==> src/rtl/des_key_schedule_if.sv <==
// des_key_schedule_if: key intake and subkey stream handshake for the DES key schedule.
interface des_key_schedule_if;
  logic        key_valid;
  logic        key_ready;
  logic [63:0] key;
  logic        decrypt;
  logic        flush;
  logic        sk_valid;
  logic        sk_ready;
  logic [47:0] subkey;
  logic [3:0]  round;
  logic        sk_last;
  logic        parity_err;
  modport master (
    output key_valid, key, decrypt, flush, sk_ready,
    input  key_ready, sk_valid, subkey, round, sk_last, parity_err
  );
  modport slave (
    input  key_valid, key, decrypt, flush, sk_ready,
    output key_ready, sk_valid, subkey, round, sk_last, parity_err
  );
endinterface

==> src/rtl/des_key_schedule.sv <==
// des_key_schedule: streams the 16 DES round keys (encrypt or decrypt order) with ready/valid flow control.
module des_key_schedule #(
  parameter int PARITY_MODE = 1,
  parameter int PARITY_ODD  = 1
) (
  input logic               clk,
  input logic               rst_n,
  des_key_schedule_if.slave bus
);
  localparam logic [1:0] IDLE = 2'd0, GEN = 2'd1, DONE = 2'd2;
  // bit r set when round r+1 rotates by two
  localparam logic [15:0] SH2 = 16'b0111_1110_1111_1100;
  localparam int PC1 [56] = '{
    57, 49, 41, 33, 25, 17,  9,  1, 58, 50, 42, 34, 26, 18,
    10,  2, 59, 51, 43, 35, 27, 19, 11,  3, 60, 52, 44, 36,
    63, 55, 47, 39, 31, 23, 15,  7, 62, 54, 46, 38, 30, 22,
    14,  6, 61, 53, 45, 37, 29, 21, 13,  5, 28, 20, 12,  4};
  localparam int PC2 [48] = '{
    14, 17, 11, 24,  1,  5,  3, 28, 15,  6, 21, 10,
    23, 19, 12,  4, 26,  8, 16,  7, 27, 20, 13,  2,
    41, 52, 31, 37, 47, 55, 30, 40, 51, 45, 33, 48,
    44, 49, 39, 56, 34, 53, 46, 42, 50, 36, 29, 32};
  function automatic logic [55:0] pc1(input logic [63:0] k);
    logic [55:0] r;
    for (int i = 0; i < 56; i++) r[55-i] = k[64-PC1[i]];
    return r;
  endfunction
  function automatic logic [47:0] pc2(input logic [55:0] cd);
    logic [47:0] r;
    for (int i = 0; i < 48; i++) r[47-i] = cd[56-PC2[i]];
    return r;
  endfunction
  function automatic logic [27:0] rot(input logic [27:0] x, input logic en, input logic left, input logic two);
    return !en ? x :
           left ? (two ? {x[25:0], x[27:26]} : {x[26:0], x[27]}) :
                  (two ? {x[1:0], x[27:2]}   : {x[0], x[27:1]});
  endfunction
  logic [1:0]  state;
  logic [27:0] c, d, c_nx, d_nx;
  logic        dec, bad, sk_valid_q, sk_last_q, parity_q;
  logic [47:0] subkey_q;
  logic [3:0]  round_q, ri;
  logic [55:0] cd_key;
  always_comb begin
    bad = 1'b0;
    for (int b = 0; b < 8; b++) bad = bad | ((^bus.key[8*b +: 8]) != 1'(PARITY_ODD));
  end
  assign cd_key = pc1(bus.key);
  // decrypt walks the rotations backwards, undoing the shift of the key just sent
  assign ri   = dec ? 4'd15 - round_q : round_q + 4'd1;
  assign c_nx = (state == IDLE) ? rot(cd_key[55:28], !bus.decrypt, 1'b1, 1'b0) : rot(c, 1'b1, !dec, SH2[ri]);
  assign d_nx = (state == IDLE) ? rot(cd_key[27:0], !bus.decrypt, 1'b1, 1'b0) : rot(d, 1'b1, !dec, SH2[ri]);
  assign bus.key_ready  = (state == IDLE) && !bus.flush;
  assign bus.sk_valid   = sk_valid_q;
  assign bus.subkey     = subkey_q;
  assign bus.round      = round_q;
  assign bus.sk_last    = sk_last_q;
  assign bus.parity_err = parity_q;
  always_ff @(posedge clk or negedge rst_n) begin
    if (!rst_n) begin
      state      <= IDLE;
      c          <= '0;
      d          <= '0;
      dec        <= 1'b0;
      subkey_q   <= '0;
      round_q    <= '0;
      sk_valid_q <= 1'b0;
      sk_last_q  <= 1'b0;
      parity_q   <= 1'b0;
    end else if (bus.flush) begin
      state      <= IDLE;
      sk_valid_q <= 1'b0;
      sk_last_q  <= 1'b0;
    end else if (state == IDLE) begin
      if (bus.key_valid) begin
        dec      <= bus.decrypt;
        c        <= c_nx;
        d        <= d_nx;
        parity_q <= (PARITY_MODE != 0) && bad;
        if (PARITY_MODE == 2 && bad) begin
          state <= DONE;
        end else begin
          state      <= GEN;
          sk_valid_q <= 1'b1;
          sk_last_q  <= 1'b0;
          round_q    <= '0;
          subkey_q   <= pc2({c_nx, d_nx});
        end
      end
    end else if (state == GEN) begin
      if (bus.sk_ready) begin
        if (round_q == 4'd15) begin
          state      <= DONE;
          sk_valid_q <= 1'b0;
          sk_last_q  <= 1'b0;
        end else begin
          c         <= c_nx;
          d         <= d_nx;
          round_q   <= round_q + 4'd1;
          sk_last_q <= (round_q == 4'd14);
          subkey_q  <= pc2({c_nx, d_nx});
        end
      end
    end else begin
      state <= IDLE;
    end
  end
endmodule

==> src/flat_wrapper.sv <==
// flat-port wrapper written by rule: the top's interface ports become plain ports
module des_key_schedule_flat 
#(
  parameter int PARITY_MODE = 1,
  parameter int PARITY_ODD  = 1
)
  (clk, rst_n, bus_key_valid, bus_key, bus_decrypt, bus_flush, bus_sk_ready, bus_key_ready, bus_sk_valid, bus_subkey, bus_round, bus_sk_last, bus_parity_err);
  des_key_schedule_if bus_i ();
  input logic clk;
  input logic rst_n;
  input wire logic [$bits(bus_i.key_valid)-1:0] bus_key_valid;
  input wire logic [$bits(bus_i.key)-1:0] bus_key;
  input wire logic [$bits(bus_i.decrypt)-1:0] bus_decrypt;
  input wire logic [$bits(bus_i.flush)-1:0] bus_flush;
  input wire logic [$bits(bus_i.sk_ready)-1:0] bus_sk_ready;
  output wire logic [$bits(bus_i.key_ready)-1:0] bus_key_ready;
  output wire logic [$bits(bus_i.sk_valid)-1:0] bus_sk_valid;
  output wire logic [$bits(bus_i.subkey)-1:0] bus_subkey;
  output wire logic [$bits(bus_i.round)-1:0] bus_round;
  output wire logic [$bits(bus_i.sk_last)-1:0] bus_sk_last;
  output wire logic [$bits(bus_i.parity_err)-1:0] bus_parity_err;
  assign bus_i.key_valid = bus_key_valid;
  assign bus_i.key = bus_key;
  assign bus_i.decrypt = bus_decrypt;
  assign bus_i.flush = bus_flush;
  assign bus_i.sk_ready = bus_sk_ready;
  assign bus_key_ready = bus_i.key_ready;
  assign bus_sk_valid = bus_i.sk_valid;
  assign bus_subkey = bus_i.subkey;
  assign bus_round = bus_i.round;
  assign bus_sk_last = bus_i.sk_last;
  assign bus_parity_err = bus_i.parity_err;
  des_key_schedule #(.PARITY_MODE(PARITY_MODE), .PARITY_ODD(PARITY_ODD)) u_core (.clk(clk), .rst_n(rst_n), .bus(bus_i));
endmodule
==> config.mk <==
export PLATFORM = sky130hd
export DESIGN_NAME = des_key_schedule_flat
export DESIGN_NICKNAME = d
export VERILOG_FILES = /design/src/rtl/des_key_schedule_if.sv /design/src/rtl/des_key_schedule.sv /design/src/flat_wrapper.sv
export SDC_FILE = /design/constraint.sdc
export NUM_CORES = 1
export LEC_CHECK = 0
export ABC_AREA = 0
export BUFFER_PORTS_ARGS = -buffer_cell sky130_fd_sc_hd__clkbuf_2
export CAP_MARGIN = 10
export CORE_ASPECT_RATIO = 1.4
export CORE_UTILIZATION = 53
export CTS_BUF_LIST = sky130_fd_sc_hd__clkbuf_8
export DETAILED_ROUTE_END_ITERATION = 8
export GPL_ROUTABILITY_DRIVEN = 0
export PLACE_DENSITY = 0.82
export SKIP_CTS_REPAIR_TIMING = 1
export SLEW_MARGIN = 0
export SYNTH_ARGS = -nofsm -noshare
export SYNTH_HDL_FRONTEND = slang
export SYNTH_SLANG_ARGS = --single-unit
==> constraint.sdc <==
create_clock -name clk -period 2.3 [get_ports clk]
set_input_delay 0.345 -clock clk [delete_from_list [all_inputs] [get_ports clk]]
set_output_delay 0.345 -clock clk [all_outputs]
set_load 0.02 [all_outputs]
==> results of run 1 <==
[per-layer routing]
| metal | routed length, um | up-vias | GRT usage [%] |
|---|---|---|---|
| met3 | 3290 | 228 | 7.135 |
| met5 | 0 | - | 0 |
| met4 | 2141 | 0 | 21.89 |
| met1 | 8687 | 3491 | 43.39 |
| li1 | - | 3044 | - |
| met2 | 12240 | 711 | 56.58 |
[worst paths after layout]
check                                      startpoint               endpoint  slack [ns]
min in group clk                         bus_sk_ready        u_core.state[0]        0.22
worst max-delay path              u_core.bus.round[0]  u_core.bus.subkey[30]       -0.13
worst min-delay path                            rst_n    u_core.bus.round[0]     -0.0007
max in group asynchronous                       rst_n  u_core.bus.subkey[28]        1.99
worst min register to register  u_core.bus.parity_err  u_core.bus.parity_err        0.51
worst max register to register    u_core.bus.round[0]  u_core.bus.subkey[30]       -0.13
[cell usage after synthesis (5+ instances only)]
cell type	n
a2111oi_0	8
xor2_1	11
mux2i_1	80
o22ai_1	24
dfrtp_1	66
mux2_2	15
a22oi_1	20
a211o_1	6
o21ai_0	49
a221oi_1	20
a21oi_1	8
nand3_1	16
and2_1	22
clkbuf_1	32
a2111oi_2	15
buf_2	16
a211oi_1	64
buf_4	52
buf_6	8
o211ai_1	6
xnor2_1	50
or3_1	8
nand2_1	52
inv_1	5
nor2_1	74
[sequential cells by signal, summed over array words and instances, names as in the netlist]
name                   count
u_core.d                   4
u_core.bus.parity_err      1
u_core.bus.round           4
u_core.bus.subkey         47
u_core.bus.sk_last         1
u_core.c                   5
u_core.dec                 1
u_core.bus.sk_valid        1
u_core.state               2
[logic make-up after synthesis]
| logic type | Yosys count | synth area share, % |
|---|---|---|
| AO/OA/AOI/OAI | 236 | 27.43 |
| AND/OR/NAND/NOR | 192 | 13.34 |
| buffers and inverters | 115 | 10.79 |
| multiplexers | 95 | 14.77 |
| flip-flops | 66 | 25.16 |
| XOR/XNOR | 61 | 8.138 |
| adder cells (fa/ha/maj) | 2 | 0.3811 |
[area by class of cell]
| type | instances | area, um2 |
|---|---|---|
| clock inverter | 5 | 46.29 |
| inverter | 5 | 21.27 |
| clock buffer | 11 | 151.4 |
| sequential | 66 | 1655 |
| tap | 147 | 183.9 |
| multi-input combinational | 589 | 4962 |
| timing repair buffer | 203 | 1536 |
| fill | 837 | 3381 |
[per-stage QoR]
step / util [%] / worst slack (ns)
4_1_cts: 65.09 / -0.06952
5_1_grt: 71.68 / -0.2589
2_1_floorplan: - / -0.03994
6_report: 71.68 / -0.1251
3_3_place_gp: 63.43 / 0.04308
3_5_place_dp: 63.43 / -0.05015
[power by group through the flow]
stage	registers (mW)	logic (mW)	clock network, mW
after global routing	2.48	4.82	1.10
after detailed placement	2.35	3.69	0
after global placement	2.34	3.62	0
final	2.47	4.60	1.06
after CTS	2.33	3.71	1.05
after floorplan	2.05	3.11	0
==> results.yml, run 1 <==
worst_setup_path:
  worst-endpoint-arrival_ns: 2.67
  cp_max_fo: 14
  setup.worst_path.end_class: "flop"
  required_ns: 2.54
  reg2regPathDepth: 11
  max_stage_delay_ns: 0.44
  cp_top_family: "compound AO/OA/AOI/OAI gates"
  setup.worst_path.start_class: "flop"
  critPathKind: "flop to flop"
  critPathBufInv: 5
  slowest_stage: "dfrtp_2"
  crit_path_cell_trace: "inv_4, ha_4, inv_2, o31a_1, buf_6, a21boi_4, buf_4, nor2_2, buf_12, a221oi_1, a211oi_2"
  cp.depth: 11
cells_and_area:
  area_growth_pct: 30.34
  num_antenna_cells: 0
  final_nets: 946
  mostFrequentLayoutCells: "clkbuf_2 (123), mux2i_1 (75), nor2_1 (71)"
  final_common_cell: "clkbuf_2"
  layout-drive-gt1-share_pct: 38.11
  postLayoutCellArea_um2: 8557
  layout.cells.non_filler: 1026
clock_network:
  cts_made_buffers: 9
  clk_path_buf_depth: 2
  cts_tree: "yes"
  root_buffer: "clkbuf_8"
  path_clk_slew_ns: 0.08
  htree_levels: 3
  clkLatencyLatePin_ns: 0.37
  cts_num_sinks: 66
detailed_routing:
  finalWirelength_mm: 26.36
  vias_per_cell: 7.285
  ant_nets: 0
  vias: 7474
  drt_iter0_markers: 1052
  drc: 2
  wl_per_cell_um: 25.69
  dr.pass1.iters: 9
timing:
  max_freq_mhz: 412.3
  skew_ns: 0.01119
  slew_violations: 0
  fin_setup_tns_ns: -2.231
  setup_viol: 49
  tightest_slew_ns: 0.7299
  period_minus_slack_ns: 2.425
  period_share_pct: 105.4
  whs_ns: -0.0006651
  hold_viol_final: 1
  setup_ws_ns: -0.1251
  slew_headroom_pct: 50.99
  rsz0062_at_grt: "true"
global_routing:
  grt_max_degree: 67
  overflow: 0
  grt_antenna_before_repair: 0
  grt_pass1_wl_mm: 34.81
  grt_use_total_pct: 35.60
  grt_pass1_vias: 6770
yosys:
  syn_nets: 839
  yosysWarnings: 0
  synthArstFlopShare_pct: 100.0
  synthCells: 767
  syn_area_um2: 6565
  ys_seq_elements: 66
  ys_types: 52
  ys_seq_area_share_pct: 25.16
  synthFlopType: "dfrtp_1"
  synth_area_leader_cell: "dfrtp_1"
  yosys-top-cells-area: "dfrtp_1 (25%), mux2i_1 (12%), a211oi_1 (7.3%), xnor2_1 (6.7%), buf_4 (5.9%)"
  synth_top_area_share_pct: 25.16
  synth-edff-count: 0
  avgSynthCellArea_um2: 8.559
status:
  status: "complete, but fails checks"
  violations: "DRC, hold timing, setup timing"
placement:
  place_hpwl_mm: 15.77
  port_buffers: 125
  place_area_um2: 7572
  dpl.cell_count: 982
die:
  die_area_um2: 12840
  ios: 126
  die_w_um: 96.06
  rows: 47
  coreArea_um2: 11940
  start_util_pct: 54.99
  dieHeight_um: 133.7
power_and_ir_drop:
  p_int_mw: 4.042
  power.share.switching_pct: 50.26
  pwr_density_cell_nw_per_um2: 949.7
  switching_power_mw: 4.084
  p_comb_share_pct: 56.6
  seqPwrFrac_pct: 30.3
  finalPower_mw: 8.126
  leakagePower_nw: 3.484
  clkPwrFrac_pct: 13.0
  ir_drop_uv: 449.7
min_path:
  hold_path.class: "input pin to async pin"
job:
  cap_violations: 0
No activity file was read; power rests on OpenSTA's default activity.
==> inputs of run 2 (changes only) <==
--- a/config.mk
+++ b/config.mk
@@ -13,7 +13,7 @@
 export CTS_BUF_LIST = sky130_fd_sc_hd__clkbuf_8
 export DETAILED_ROUTE_END_ITERATION = 8
 export GPL_ROUTABILITY_DRIVEN = 0
-export PLACE_DENSITY = 0.82
+export PLACE_DENSITY = 0.84
 export SKIP_CTS_REPAIR_TIMING = 1
 export SLEW_MARGIN = 0
 export SYNTH_ARGS = -nofsm -noshare
==> run 2 against run 1 <==
  * The flow finishes with violations (setup timing)
  * Setup slack better by 0.041 ns
  * Flip-flop and latch count stayed put
  * Critical path depth is 2 lower
  * Wire length is 13% lower
  * Hold slack better by 0.22 ns
  * Design area is 6.3% lower
  * Clock skew is 0.00070 ns lower
  * Global-route usage is 0.17 points lower
  * Total power is 11% lower
  * Final cell count is 2.1% lower
  * Critical path type unchanged
  * Largest power group unchanged
==> results.yml, run 2 (synthesis gave the netlist of run 1 again) <==
status:
  status: "complete, but fails checks"
  violations: "setup timing"
worst_setup_path:
  cp.depth: 9
  reg2reg_from: "u_core.bus.round[0]"
  max_stage_delay_ns: 0.46
  setup.worst_path.end_class: "flop"
  crit_path_cell_trace: "ha_4, xor2_2, buf_4, nor3_4, o31ai_4, a21o_4, buf_12, mux2i_1, a22oi_1"
  cp_max_fo: 13
  setup.worst_path.start_class: "flop"
  crit_end: "u_core.bus.subkey[8]"
  cp_top_family: "compound AO/OA/AOI/OAI gates"
  critPathBufInv: 2
  critPathKind: "flop to flop"
  worst-endpoint-arrival_ns: 2.62
  rrSetupSlack_ns: -0.08
  slowest_stage: "dfrtp_2"
  cp-startpoint: "u_core.bus.round[0]"
  regToRegEndpoint: "u_core.bus.subkey[8]"
  reg2regPathDepth: 9
  required_ns: 2.54
die:
  die_w_um: 96.06
  die_area_um2: 12840
  start_util_pct: 54.99
  rows: 47
  dieHeight_um: 133.7
  coreArea_um2: 11940
  ios: 126
timing:
  hold_viol_final: 0
  period_share_pct: 103.7
  tightest_slew_ns: 0.6121
  rsz0062_at_grt: "true"
  whs_ns: 0.2194
  slew_violations: 0
  setup_ws_ns: -0.08421
  slew_headroom_pct: 58.76
  skew_ns: 0.01049
  period_minus_slack_ns: 2.384
  max_freq_mhz: 419.4
  setup_viol: 9
cells_and_area:
  num_antenna_cells: 0
  multi_input_area_um2: 4760
  fin_util_pct: 67.18
  layout.cells.non_filler: 1004
  final_common_cell: "clkbuf_2"
  postLayoutCellArea_um2: 8020
  layout-drive-gt1-share_pct: 33.37
  regArea_um2: 1657
  n_fill_cell: 951
  area_growth_pct: 22.17
  final_nets: 926
  mostFrequentLayoutCells: "clkbuf_2 (123), mux2i_1 (78), nor2_1 (72)"
  largest_reg_flops: 47
placement:
  place_hpwl_mm: 15.84
  place_area_um2: 7600
  port_buffers: 125
  dpl.cell_count: 984
detailed_routing:
  ant_nets: 0
  drt_iter0_markers: 847
  vias_per_cell: 6.935
  dr.pass1.iters: 7
  drc: 0
  vias: 6963
  wl_per_cell_um: 22.89
  finalWirelength_mm: 22.98
clock_network:
  clkLatencyLatePin_ns: 0.38
  root_buffer: "clkbuf_8"
  clk_path_buf_depth: 2
  cts_tree: "yes"
  cts_made_buffers: 9
  cts_num_sinks: 66
  htree_levels: 3
  path_clk_slew_ns: 0.07
global_routing:
  grt_pass1_wl_mm: 34.40
  grt_max_degree: 95
  grt_pass1_vias: 6533
  overflow: 0
  grt_antenna_before_repair: 0
  grt_use_total_pct: 35.43
power_and_ir_drop:
  ir_drop_uv: 516.7
  finalPower_mw: 7.265
  leakagePower_nw: 3.238
  pwr_density_cell_nw_per_um2: 905.9
min_path:
  hp-start: "bus_sk_ready"
  hold_path.class: "input pin to flop"
job:
  cap_violations: 0
## run 2: changes by cell type in the layout (fill, tap and decap cells not counted), sizes merged
cell         before  now
buf              73   61
bufinv            1    0
clkbuf          141  133
clkinv            1    0
inv               8    9
a21o              3    2
a21bo             2    1
dlygate4sd3       0    1
## run 2: report_power, final
part | leakage (nW) | internal [mW] | switching (mW)
Combinational | 2.38 | 1.62 | 2.37
Sequential | 0.768 | 1.54 | 0.847
Clock | 0.0932 | 0.394 | 0.495
Total | 3.24 | 3.55 | 3.71
## run 2: metal layers
| layer | track usage, % | wire (um) | up-vias |
|---|---|---|---|
| met2 | 56.23 | 10950 | 567 |
| met3 | 5.479 | 2451 | 152 |
| li1 | - | - | 2986 |
| met4 | 23.47 | 1583 | 0 |
| met5 | 0 | 0 | - |
| met1 | 43.57 | 7995 | 3258 |
## run 2: worst min-delay path by stage
stage                       endpoint  cells after the start
6_report             u_core.state[0]                      2
5_1_grt              u_core.state[0]                      2
4_1_cts        u_core.bus.subkey[22]                      1
3_5_place_dp     u_core.bus.round[0]                      1
3_3_place_gp     u_core.bus.round[2]                      1
2_1_floorplan  u_core.bus.parity_err                      0
## run 2: final cells by class
type                       count  share of cell area (%)
multi-input combinational    587                   59.34
sequential                    66                   20.66
timing repair buffer         185                   15.57
tap                          147                   2.293
clock buffer                  10                   1.716
inverter                       5                  0.2340
clock inverter                 4                  0.1872
## run 2: stage by stage
stage | TNS, ns | setup WS, ns
after floorplan | -0.1558 | -0.03994
after CTS | -0.7321 | -0.07899
after global routing | -2.270 | -0.1045
final | -0.1883 | -0.08421
after detailed placement | -0.3933 | -0.06092
after global placement | -0.006745 | -0.003493
